`config.mk`:
```
export PLATFORM = sky130hd
export DESIGN_NAME = nwr_traffic_gen
export DESIGN_NICKNAME = d
export VERILOG_FILES = /design/src/rtl/srio_user_pkg.sv /design/src/rtl/nwr_traffic_gen_payload.sv /design/src/rtl/nwr_traffic_gen.sv
export SDC_FILE = /design/constraint.sdc
export NUM_CORES = 1
export LEC_CHECK = 0
export ABC_AREA = 1
export BUFFER_PORTS_ARGS = -buffer_cell sky130_fd_sc_hd__buf_2
export CAP_MARGIN = 30
export CORE_MARGIN = 2
export CORE_UTILIZATION = 25
export DETAILED_ROUTE_END_ITERATION = 6
export SYNTH_ARGS = -nofsm -noshare
export SYNTH_HDL_FRONTEND = slang
export SYNTH_HIERARCHICAL = 1
export SYNTH_SLANG_ARGS = --single-unit
```
`constraint.sdc`:
```
create_clock -name log_clk -period 5.7 [get_ports log_clk]
set_clock_uncertainty 0.1 [all_clocks]
set_input_delay 0.57 -clock log_clk [delete_from_list [all_inputs] [get_ports log_clk]]
set_output_delay 0.57 -clock log_clk [all_outputs]
set_load 0.1 [all_outputs]
```
`src/rtl/srio_user_pkg.sv`:
```
// Shared types and helpers for the SRIO user-side NWRITE traffic generator.
package srio_user_pkg;

    typedef enum logic [2:0] {
        IDLE,
        WAIT_RDY,
        SEND,
        GAP,
        DONE
    } nwr_state_e;

    typedef enum logic {
        PAT_COUNTER = 1'b0,
        PAT_LFSR    = 1'b1
    } pattern_e;

    // Galois (right-shift) taps for x^32 + x^22 + x^2 + x + 1.
    localparam logic [31:0] LFSR_POLY  = 32'h80200003;
    localparam logic [31:0] LFSR_RESET = 32'h00000001;

    function automatic logic [31:0] lfsr_step(input logic [31:0] v);
        return (v >> 1) ^ (v[0] ? LFSR_POLY : 32'h0);
    endfunction

    function automatic logic len_legal(input logic [11:0] len,
                                       input int unsigned keep_w,
                                       input int unsigned max_bytes);
        int unsigned n;
        n = 32'(len);
        return (n != 0) && ((n <= keep_w) || (((n % keep_w) == 0) && (n <= max_bytes)));
    endfunction

endpackage

```
`src/rtl/nwr_traffic_gen_payload.sv`:
```
// Payload data and byte-enable generation; LFSR advances once per accepted beat.
module nwr_payload_gen
    import srio_user_pkg::*;
#(
    parameter int unsigned DATA_WIDTH = 64,
    parameter int unsigned CNT_WIDTH  = 16
) (
    input  logic                    log_clk,
    input  logic                    log_rst,
    input  logic                    seed_load,
    input  logic [31:0]             seed,
    input  pattern_e                pattern,
    input  logic                    beat_accept,
    input  logic                    valid,
    input  logic [CNT_WIDTH-1:0]    pkt_idx,
    input  logic [11:0]             beat_idx,
    input  logic [11:0]             tsize,
    output logic [DATA_WIDTH-1:0]   tdata,
    output logic [DATA_WIDTH/8-1:0] tkeep
);

    localparam int unsigned KEEP_W = DATA_WIDTH / 8;
    localparam int unsigned REP64  = (DATA_WIDTH + 63) / 64;
    localparam int unsigned REP32  = (DATA_WIDTH + 31) / 32;

    logic [31:0]         lfsr;
    logic [REP64*64-1:0] cnt_rep;
    logic [REP32*32-1:0] lfsr_rep;
    logic [KEEP_W-1:0]   all_lanes;

    always_ff @(posedge log_clk or posedge log_rst) begin
        if (log_rst) begin
            lfsr <= LFSR_RESET;
        end else if (seed_load) begin
            lfsr <= (seed == '0) ? LFSR_RESET : seed;
        end else if (beat_accept) begin
            lfsr <= lfsr_step(lfsr);
        end
    end

    always_comb begin
        all_lanes = '1;
        cnt_rep   = {REP64{32'(pkt_idx), 32'(beat_idx)}};
        lfsr_rep  = {REP32{lfsr}};
        tdata     = '0;
        tkeep     = '0;
        if (valid) begin
            tdata = (pattern == PAT_LFSR) ? lfsr_rep[DATA_WIDTH-1:0] : cnt_rep[DATA_WIDTH-1:0];
            // Short packets occupy the top lanes; full-width sizes shift everything out.
            tkeep = ~(all_lanes >> tsize);
        end
    end

endmodule

```
`src/rtl/nwr_traffic_gen.sv`:
```
// Programmable NWRITE burst engine driving the initiator's user_t* stream.
module nwr_traffic_gen
    import srio_user_pkg::*;
#(
    parameter int unsigned DATA_WIDTH = 64,
    parameter int unsigned ADDR_WIDTH = 34,
    parameter int unsigned CNT_WIDTH  = 16,
    parameter int unsigned GAP_CYCLES = 4,
    parameter int unsigned MAX_BYTES  = 256
) (
    input  logic                    log_clk,
    input  logic                    log_rst,
    input  logic                    start_in,
    input  logic                    abort_in,
    input  logic [ADDR_WIDTH-1:0]   cfg_base_addr_in,
    input  logic [ADDR_WIDTH-1:0]   cfg_stride_in,
    input  logic [11:0]             cfg_pkt_bytes_in,
    input  logic [CNT_WIDTH-1:0]    cfg_num_pkts_in,
    input  logic                    cfg_pattern_in,
    input  logic [31:0]             cfg_seed_in,
    input  logic                    nwr_ready_in,
    input  logic                    nwr_busy_in,
    input  logic                    user_tready_in,
    output logic [ADDR_WIDTH-1:0]   user_addr_o,
    output logic [11:0]             user_tsize_o,
    output logic [DATA_WIDTH-1:0]   user_tdata_o,
    output logic                    user_tvalid_o,
    output logic [DATA_WIDTH/8-1:0] user_tkeep_o,
    output logic                    user_tlast_o,
    output logic                    busy_o,
    output logic                    done_o,
    output logic                    aborted_o,
    output logic                    cfg_err_o,
    output logic [CNT_WIDTH-1:0]    pkt_cnt_o
);

    localparam int unsigned KEEP_W = DATA_WIDTH / 8;
    localparam int unsigned GAP_W  = (GAP_CYCLES > 1) ? $clog2(GAP_CYCLES) : 1;

    nwr_state_e            state, nstate;
    logic [ADDR_WIDTH-1:0] stride_q;
    logic [CNT_WIDTH-1:0]  num_q;
    pattern_e              pattern_q;
    logic [11:0]           beat_q;
    logic [11:0]           beats_m1;
    logic [GAP_W-1:0]      gap_q;
    logic                  abort_q;
    logic                  len_ok, start_ok, start_bad;
    logic                  hs, last_beat, pkt_hs, abort_pend;
    logic                  last_sent, gap_end, leave_pkt, set_aborted;

    always_comb begin
        user_tvalid_o = (state == SEND);
        busy_o        = (state != IDLE);
        done_o        = (state == DONE);
        beats_m1      = (user_tsize_o - 12'd1) / 12'(KEEP_W);
        last_beat     = (beat_q == beats_m1);
        user_tlast_o  = user_tvalid_o && last_beat;
    end

    always_comb begin
        len_ok     = len_legal(cfg_pkt_bytes_in, KEEP_W, MAX_BYTES);
        start_ok   = (state == IDLE) && start_in && len_ok;
        start_bad  = (state == IDLE) && start_in && !len_ok;
        hs         = user_tvalid_o && user_tready_in;
        pkt_hs     = hs && last_beat;
        abort_pend = abort_q || abort_in;
        // With GAP_CYCLES == 0 the packet is retired straight from SEND, before pkt_cnt_o updates.
        last_sent  = (state == SEND) ? ((pkt_cnt_o + CNT_WIDTH'(1)) == num_q) : (pkt_cnt_o == num_q);
        gap_end    = (GAP_CYCLES == 0) || (gap_q == GAP_W'(GAP_CYCLES - 1));
        leave_pkt  = (GAP_CYCLES == 0) ? ((state == SEND) && pkt_hs) : ((state == GAP) && gap_end);

        nstate      = state;
        set_aborted = 1'b0;
        unique case (state)
            IDLE:     if (start_ok) nstate = (cfg_num_pkts_in == '0) ? DONE : WAIT_RDY;
            WAIT_RDY: begin
                if (abort_pend) begin
                    nstate      = DONE;
                    set_aborted = 1'b1;
                end else if (nwr_ready_in && !nwr_busy_in) begin
                    nstate = SEND;
                end
            end
            SEND:     if (pkt_hs) nstate = GAP;
            GAP:      nstate = GAP;
            DONE:     nstate = IDLE;
            default:  nstate = IDLE;
        endcase

        if (leave_pkt) begin
            if (last_sent) begin
                nstate = DONE;
            end else if (abort_pend) begin
                nstate      = DONE;
                set_aborted = 1'b1;
            end else begin
                nstate = WAIT_RDY;
            end
        end
    end

    always_ff @(posedge log_clk or posedge log_rst) begin
        if (log_rst) begin
            state        <= IDLE;
            user_addr_o  <= '0;
            user_tsize_o <= '0;
            stride_q     <= '0;
            num_q        <= '0;
            pattern_q    <= PAT_COUNTER;
            beat_q       <= '0;
            gap_q        <= '0;
            abort_q      <= 1'b0;
            aborted_o    <= 1'b0;
            cfg_err_o    <= 1'b0;
            pkt_cnt_o    <= '0;
        end else begin
            state     <= nstate;
            cfg_err_o <= start_bad;
            if (start_ok) begin
                user_addr_o  <= cfg_base_addr_in;
                user_tsize_o <= cfg_pkt_bytes_in;
                stride_q     <= cfg_stride_in;
                num_q        <= cfg_num_pkts_in;
                pattern_q    <= pattern_e'(cfg_pattern_in);
                beat_q       <= '0;
                gap_q        <= '0;
                abort_q      <= 1'b0;
                aborted_o    <= 1'b0;
                pkt_cnt_o    <= '0;
            end else begin
                if (busy_o && abort_in) abort_q <= 1'b1;
                if (hs) beat_q <= last_beat ? '0 : beat_q + 12'd1;
                if (pkt_hs) pkt_cnt_o <= pkt_cnt_o + CNT_WIDTH'(1);
                gap_q <= (state == GAP) ? gap_q + GAP_W'(1) : '0;
                if (leave_pkt && (nstate == WAIT_RDY)) user_addr_o <= user_addr_o + stride_q;
                if (set_aborted) aborted_o <= 1'b1;
            end
        end
    end

    nwr_payload_gen #(
        .DATA_WIDTH (DATA_WIDTH),
        .CNT_WIDTH  (CNT_WIDTH)
    ) u_payload (
        .log_clk     (log_clk),
        .log_rst     (log_rst),
        .seed_load   (start_ok),
        .seed        (cfg_seed_in),
        .pattern     (pattern_q),
        .beat_accept (hs),
        .valid       (user_tvalid_o),
        .pkt_idx     (pkt_cnt_o),
        .beat_idx    (beat_q),
        .tsize       (user_tsize_o),
        .tdata       (user_tdata_o),
        .tkeep       (user_tkeep_o)
    );

endmodule

```
==> impl_metrics.tcl, run 1 <==
set metrics [dict create \
    syn2layout_area_growth_pct 21.1 \
    portBuffers 275 \
    die_h_microns 219 \
    io_pins 276 \
    final_nets 2102 \
    rows 78 \
    cp-end-kind "output port" \
    clkTransAtPathRegs_ns 0.07 \
    crit_type "flop to output port" \
    grt_pass1_wl_microns 65900 \
    cp_max_fo 44 \
    die_x_microns 219 \
    htreeDepth 4 \
    clock_sink_count 165 \
    start_kind "flop" \
    status "finished clean" \
    postSynthCellCount 1704 \
    path_cells "inv_1 > nand3_1 > buf_4 > inv_2 > nand2_2 > o21ai_0 > buf_2" \
    syn_nets 1877 \
    dp_hpwl_microns 33200 \
    start_util 0.254 \
    grt_pass1_vias 11720 \
    synth_seq_area_share 0.358 \
    place_congestion 0.929 \
    crit_arrival_ns 3.30 \
    hold_path_class "input pin to async pin" \
    yosysWarnings 6 \
    hold_buffers 0 \
    place_ws_ns 2.22 \
    period_minus_slack_ns 3.97 \
    antenna_left 0 \
    placed_area_sq_mm 0.0134 \
    cp-startpoint "state[2]$_DFF_PP0_" \
    timing.reg2reg.setup_slack_ns 2.37 \
    synth_enable_flop_cells 0 \
    synth_area_leader_cell "dfrtp_1" \
    fin_area_sq_mm 0.0140 \
    synthArstFlopShare 1.00 \
    cp_slowest_cell "nand2_2" \
    cp_top_family "buffers and inverters" \
    drc 0 \
    critPathMaxStageDelay_ns 0.55 \
    leakagePower_nw 7.50 \
    drv_slew 0 \
    wire_per_inst_microns 16.6 \
    drive_gt1_frac 0.185 \
    fin_tns_setup_ns 0 \
    final_core_util 0.308 \
    synth_top_area_share 0.355 \
    synthFlopType "dfrtp_1" \
    drtIter0Drc 937 \
    peakVddDrop_mv 0.430 \
    reg2reg_from "state[2]$_DFF_PP0_" \
    fillers 5039 \
    cts_tree "yes" \
    antenna_found_initial 7 \
    rsz0062_at_grt "false" \
    max_freq_mhz 252 \
    setup_viol 0 \
    grt_overflow 0 \
    yosys-top-cells-area "dfrtp_1 (36%), nand2_1 (18%), nand3_1 (7.5%)" \
    avgSynthCellArea_sq_um 6.78 \
    hold_viol 0 \
    syn_area_sq_mm 0.0115 \
    core_sq_mm 0.0455 \
    crit_buf_inv 4 \
    p_per_area_mw_per_mm2 323 \
    synth_common_cells "nand2_1 (555), nand3_1 (173), inv_1 (170)" \
    post_cts_buffers 0 \
    wirelength_microns 42300 \
    drt_first_pass_iters 6 \
    yosysMostFrequentCell "nand2_1" \
    cts_root_buf "clkbuf_16" \
    die_area_sq_mm 0.0479 \
    cts_buffers 17 \
    clock_path_buffers 2 \
    cap_violations 0 \
    ys_types 50 \
    worst_slew_pin_slew_ns 0.847 \
    post_cts_resized 0 \
    grt_max_degree 107 \
    clock_latency_ns 0.47 \
    ys_seq_elements 165 \
    fin_crit_sh 0.696 \
    via_per_inst 4.78 \
    slew_headroom 0.434 \
    vias 12163 \
    critPathRequiredTime_ns 5.03 \
    setup_slack_ns 1.73 \
    grt.total_usage 0.178 \
]
-- sequential cells by signal, summed over array words and instances (netlist names), 2 cells and up --
signal,count
user_addr_o,34
u_payload/lfsr,32
stride_q,34
num_q,16
beat_q,12
gap_q,2
pkt_cnt_o,16
user_tsize_o,12
state,3
-- cell type report --
class / instances / area [sq um] / area share
multi-input combinational: 1285 / 6340 / 0.453
sequential: 165 / 4130 / 0.295
timing repair buffer: 285 / 1480 / 0.106
tap: 600 / 751 / 0.0537
inverter: 175 / 662 / 0.0473
clock buffer: 20 / 457 / 0.0326
clock inverter: 12 / 163 / 0.0116
antenna: 4 / 10.0 / 0.000716
-- worst paths after layout --
check                                                 end  cells after the start
setup / recovery                         user_tdata_o[32]                      7
min in group log_clk             stride_q[30]$_DFFE_PP0P_                      3
hold / removal             u_payload/lfsr[21]$_DFFE_PP0P_                      3
setup reg to reg              user_addr_o[21]$_DFFE_PP0P_                     15
max in group asynchronous     user_addr_o[31]$_DFFE_PP0P_                      3
hold reg to reg                        gap_q[0]$_DFF_PP0_                      1
-- metal layers --
layer  track usage  wire [microns]  up-vias  share of wire
met2         0.297           19700      447           0.47
met4        0.0493             812        6          0.019
met1         0.225           18400     5672           0.44
met5             0              40        -        0.00095
li1              -               -     5983              -
met3        0.0489            3310       55          0.078
-- through the flow --
step,std cells,power [mW],hold WS [ns]
floorplan,1704,2.86,0.309
global placement,2510,3.27,0.321
detailed placement,2510,3.29,0.335
CTS,2542,4.56,0.120
global route,2543,4.79,0.141
finish,2546,4.52,0.142
-- cell families after synthesis --
family / Yosys count / synth area share
fa+ha+maj: 37 / 0.0407
flops: 165 / 0.358
buf+inv: 254 / 0.0941
mux: 1 / 0.000975
xor+xnor: 37 / 0.0281
simple gates: 948 / 0.351
compound gates: 262 / 0.128
-- layout by cell type (no fill, tap or decap), drive strengths merged, types with 19 or more instances in the layout --
master,instances
nand2,562
xor2,28
ha,36
nand3,175
inv,181
a22oi,27
nand4,19
clkbuf,20
o21ai,136
dfrtp,164
a21oi,58
nor2,151
buf,285
-- tightest hold or removal path, cell delays in order --
cell	delay, ns
buf_2	0.14
inv_1	0.06
buf_4	0.36
-- power by group --
group | switching [mW] | internal, mW | total [mW]
Clock | 0.533 | 0.720 | 1.25
Sequential | 0.172 | 1.37 | 1.54
Combinational | 1.30 | 0.430 | 1.73
Total | 2.01 | 2.52 | 4.52
Power figures use the tool's default switching activity.
==> run 2, diff against run 1 <==
clock period = 4.2 ns   (was 5.7 ns; I/O delays follow)
==> run 2 against run 1 <==
  * Critical endpoint is now user_tdata_o[7]
  * Combinational power grew 42%
  * Non-clock buffer count grew 8
  * Wire length decreased by 0.48%
  * The flow now finishes with violations (DRC)
  * Critical path depth is the same
==> impl_metrics.tcl, run 2 (synthesis results as in run 1) <==
set metrics [dict create \
    status "finished with violations" \
    violations "DRC" \
    cp-startpoint "state[0]$_DFF_PP0_" \
    leakagePower_nw 7.69 \
    antenna_left 0 \
    crit_type "flop to output port" \
    final_common_cell "nand2_1" \
    io_pins 276 \
    portBuffers 275 \
    hold_viol 0 \
    placed_area_sq_mm 0.0144 \
    antenna_found_initial 7 \
    via_per_inst 4.77 \
    final_core_util 0.329 \
    p_per_area_mw_per_mm2 411 \
    drv_slew 0 \
    cp_slowest_cell "nand2_2" \
    clkTransAtPathRegs_ns 0.07 \
    timing.reg2reg.setup_slack_ns 0.86 \
    reg2reg_to "user_addr_o[26]$_DFFE_PP0P_" \
    drc 5 \
    cp_top_family "buffers and inverters" \
    period_minus_slack_ns 3.45 \
    crit_buf_inv 4 \
    start_util 0.254 \
    critPathRequiredTime_ns 3.68 \
    grt_overflow 0 \
    die_x_microns 219 \
    syn2layout_area_growth_pct 29.7 \
    cap_violations 0 \
    wirelength_microns 42100 \
    die_area_sq_mm 0.0479 \
    setup_viol 0 \
    fillers 4886 \
    crit_end "user_tdata_o[7]" \
    finalPower_mw 6.16 \
    grt_pass1_vias 12112 \
    post_cts_resized 0 \
    critPathMaxStageDelay_ns 0.54 \
    place_ws_ns 0.850 \
    cp_max_fo 40 \
    reg2reg_from "user_addr_o[0]$_DFFE_PP0P_" \
    crit_top_cell "inv_2" \
    start_kind "flop" \
    path_cells "inv_2 > nand3_1 > inv_2 > nand2_2 > buf_4 > o21ai_0 > buf_12" \
    slew_headroom 0.422 \
    core_sq_mm 0.0455 \
    max_freq_mhz 290 \
    final_cell_mix "nand2_1 (555), buf_2 (211), nand3_1 (173)" \
    cp.depth 7 \
    cp-end-kind "output port" \
    drtIter0Drc 993 \
    rows 78 \
    grt_max_degree 85 \
    crit_arrival_ns 2.93 \
    dp_hpwl_microns 33200 \
    post_cts_buffers 0 \
    clock_path_buffers 2 \
    setup_slack_ns 0.747 \
    top_regs "stride_q (34), user_addr_o (34), u_payload/lfsr (32)" \
    worst_slew_pin_slew_ns 0.866 \
    hold_buffers 1 \
    fin_crit_sh 0.822 \
    fin_hold_ws_ns 0.0449 \
    hold_path_class "input pin to flop" \
    clock_latency_ns 0.47 \
    wire_per_inst_microns 16.5 \
    drive_gt1_frac 0.188 \
    htreeDepth 4 \
    cts_root_buf "clkbuf_16" \
    peakVddDrop_mv 0.486 \
    final_nets 2110 \
    vias 12181 \
    cts_tree "yes" \
    grt_pass1_wl_microns 66600 \
    r2r_cells 17 \
    die_h_microns 219 \
    fin_tns_setup_ns 0 \
    cts_buffers 17 \
    final_cells 2552 \
    grt.total_usage 0.178 \
    rsz0062_at_grt "false" \
    drt_first_pass_iters 7 \
    place_congestion 0.908 \
    fin_area_sq_mm 0.0150 \
    placed_cells 2517 \
    clock_sink_count 165 \
]
-- run 2: worst min-delay path: stages --
cell and delay (ns):
buf_2 0.07, nand2_1 0.04, nand2_1 0.04
-- run 2: report_power, final --
group	total [mW]	internal (mW)	switching (mW)
logic	2.45	0.672	1.78
clock network	1.63	0.890	0.744
registers	2.08	1.85	0.224
-- run 2: routing by layer --
| layer | vias to the layer above | wire [microns] | track usage |
|---|---|---|---|
| met3 | 53 | 3150 | 0.0431 |
| met5 | - | 54 | 0 |
| li1 | 6015 | - | - |
| met1 | 5637 | 18200 | 0.224 |
| met4 | 8 | 758 | 0.0448 |
| met2 | 468 | 20000 | 0.304 |
-- run 2: area by class of cell --
type / instances / area [sq um] / area share
clock buffers: 17 / 425 / 0.0284
diodes: 2 / 5.00 / 0.000334
inverters: 175 / 662 / 0.0442
clock inverters: 15 / 169 / 0.0113
well taps: 600 / 751 / 0.0501
repair buffers: 293 / 2500 / 0.167
flip-flops and latches: 165 / 4130 / 0.276
multi-input cells: 1285 / 6340 / 0.423
-- run 2: how the worst min path moves through the flow --
stage                               end  cells after the start          startpoint  slack (ns)
6_report       stride_q[14]$_DFFE_PP0P_                      3   cfg_stride_in[14]        0.04
4_1_cts        stride_q[14]$_DFFE_PP0P_                      3   cfg_stride_in[14]        0.02
3_5_place_dp         gap_q[0]$_DFF_PP0_                      1  gap_q[0]$_DFF_PP0_        0.33
3_3_place_gp         gap_q[0]$_DFF_PP0_                      1  gap_q[0]$_DFF_PP0_        0.32
2_1_floorplan        gap_q[0]$_DFF_PP0_                      1  gap_q[0]$_DFF_PP0_        0.31
5_1_grt        stride_q[17]$_DFFE_PP0P_                      3   cfg_stride_in[17]        0.04
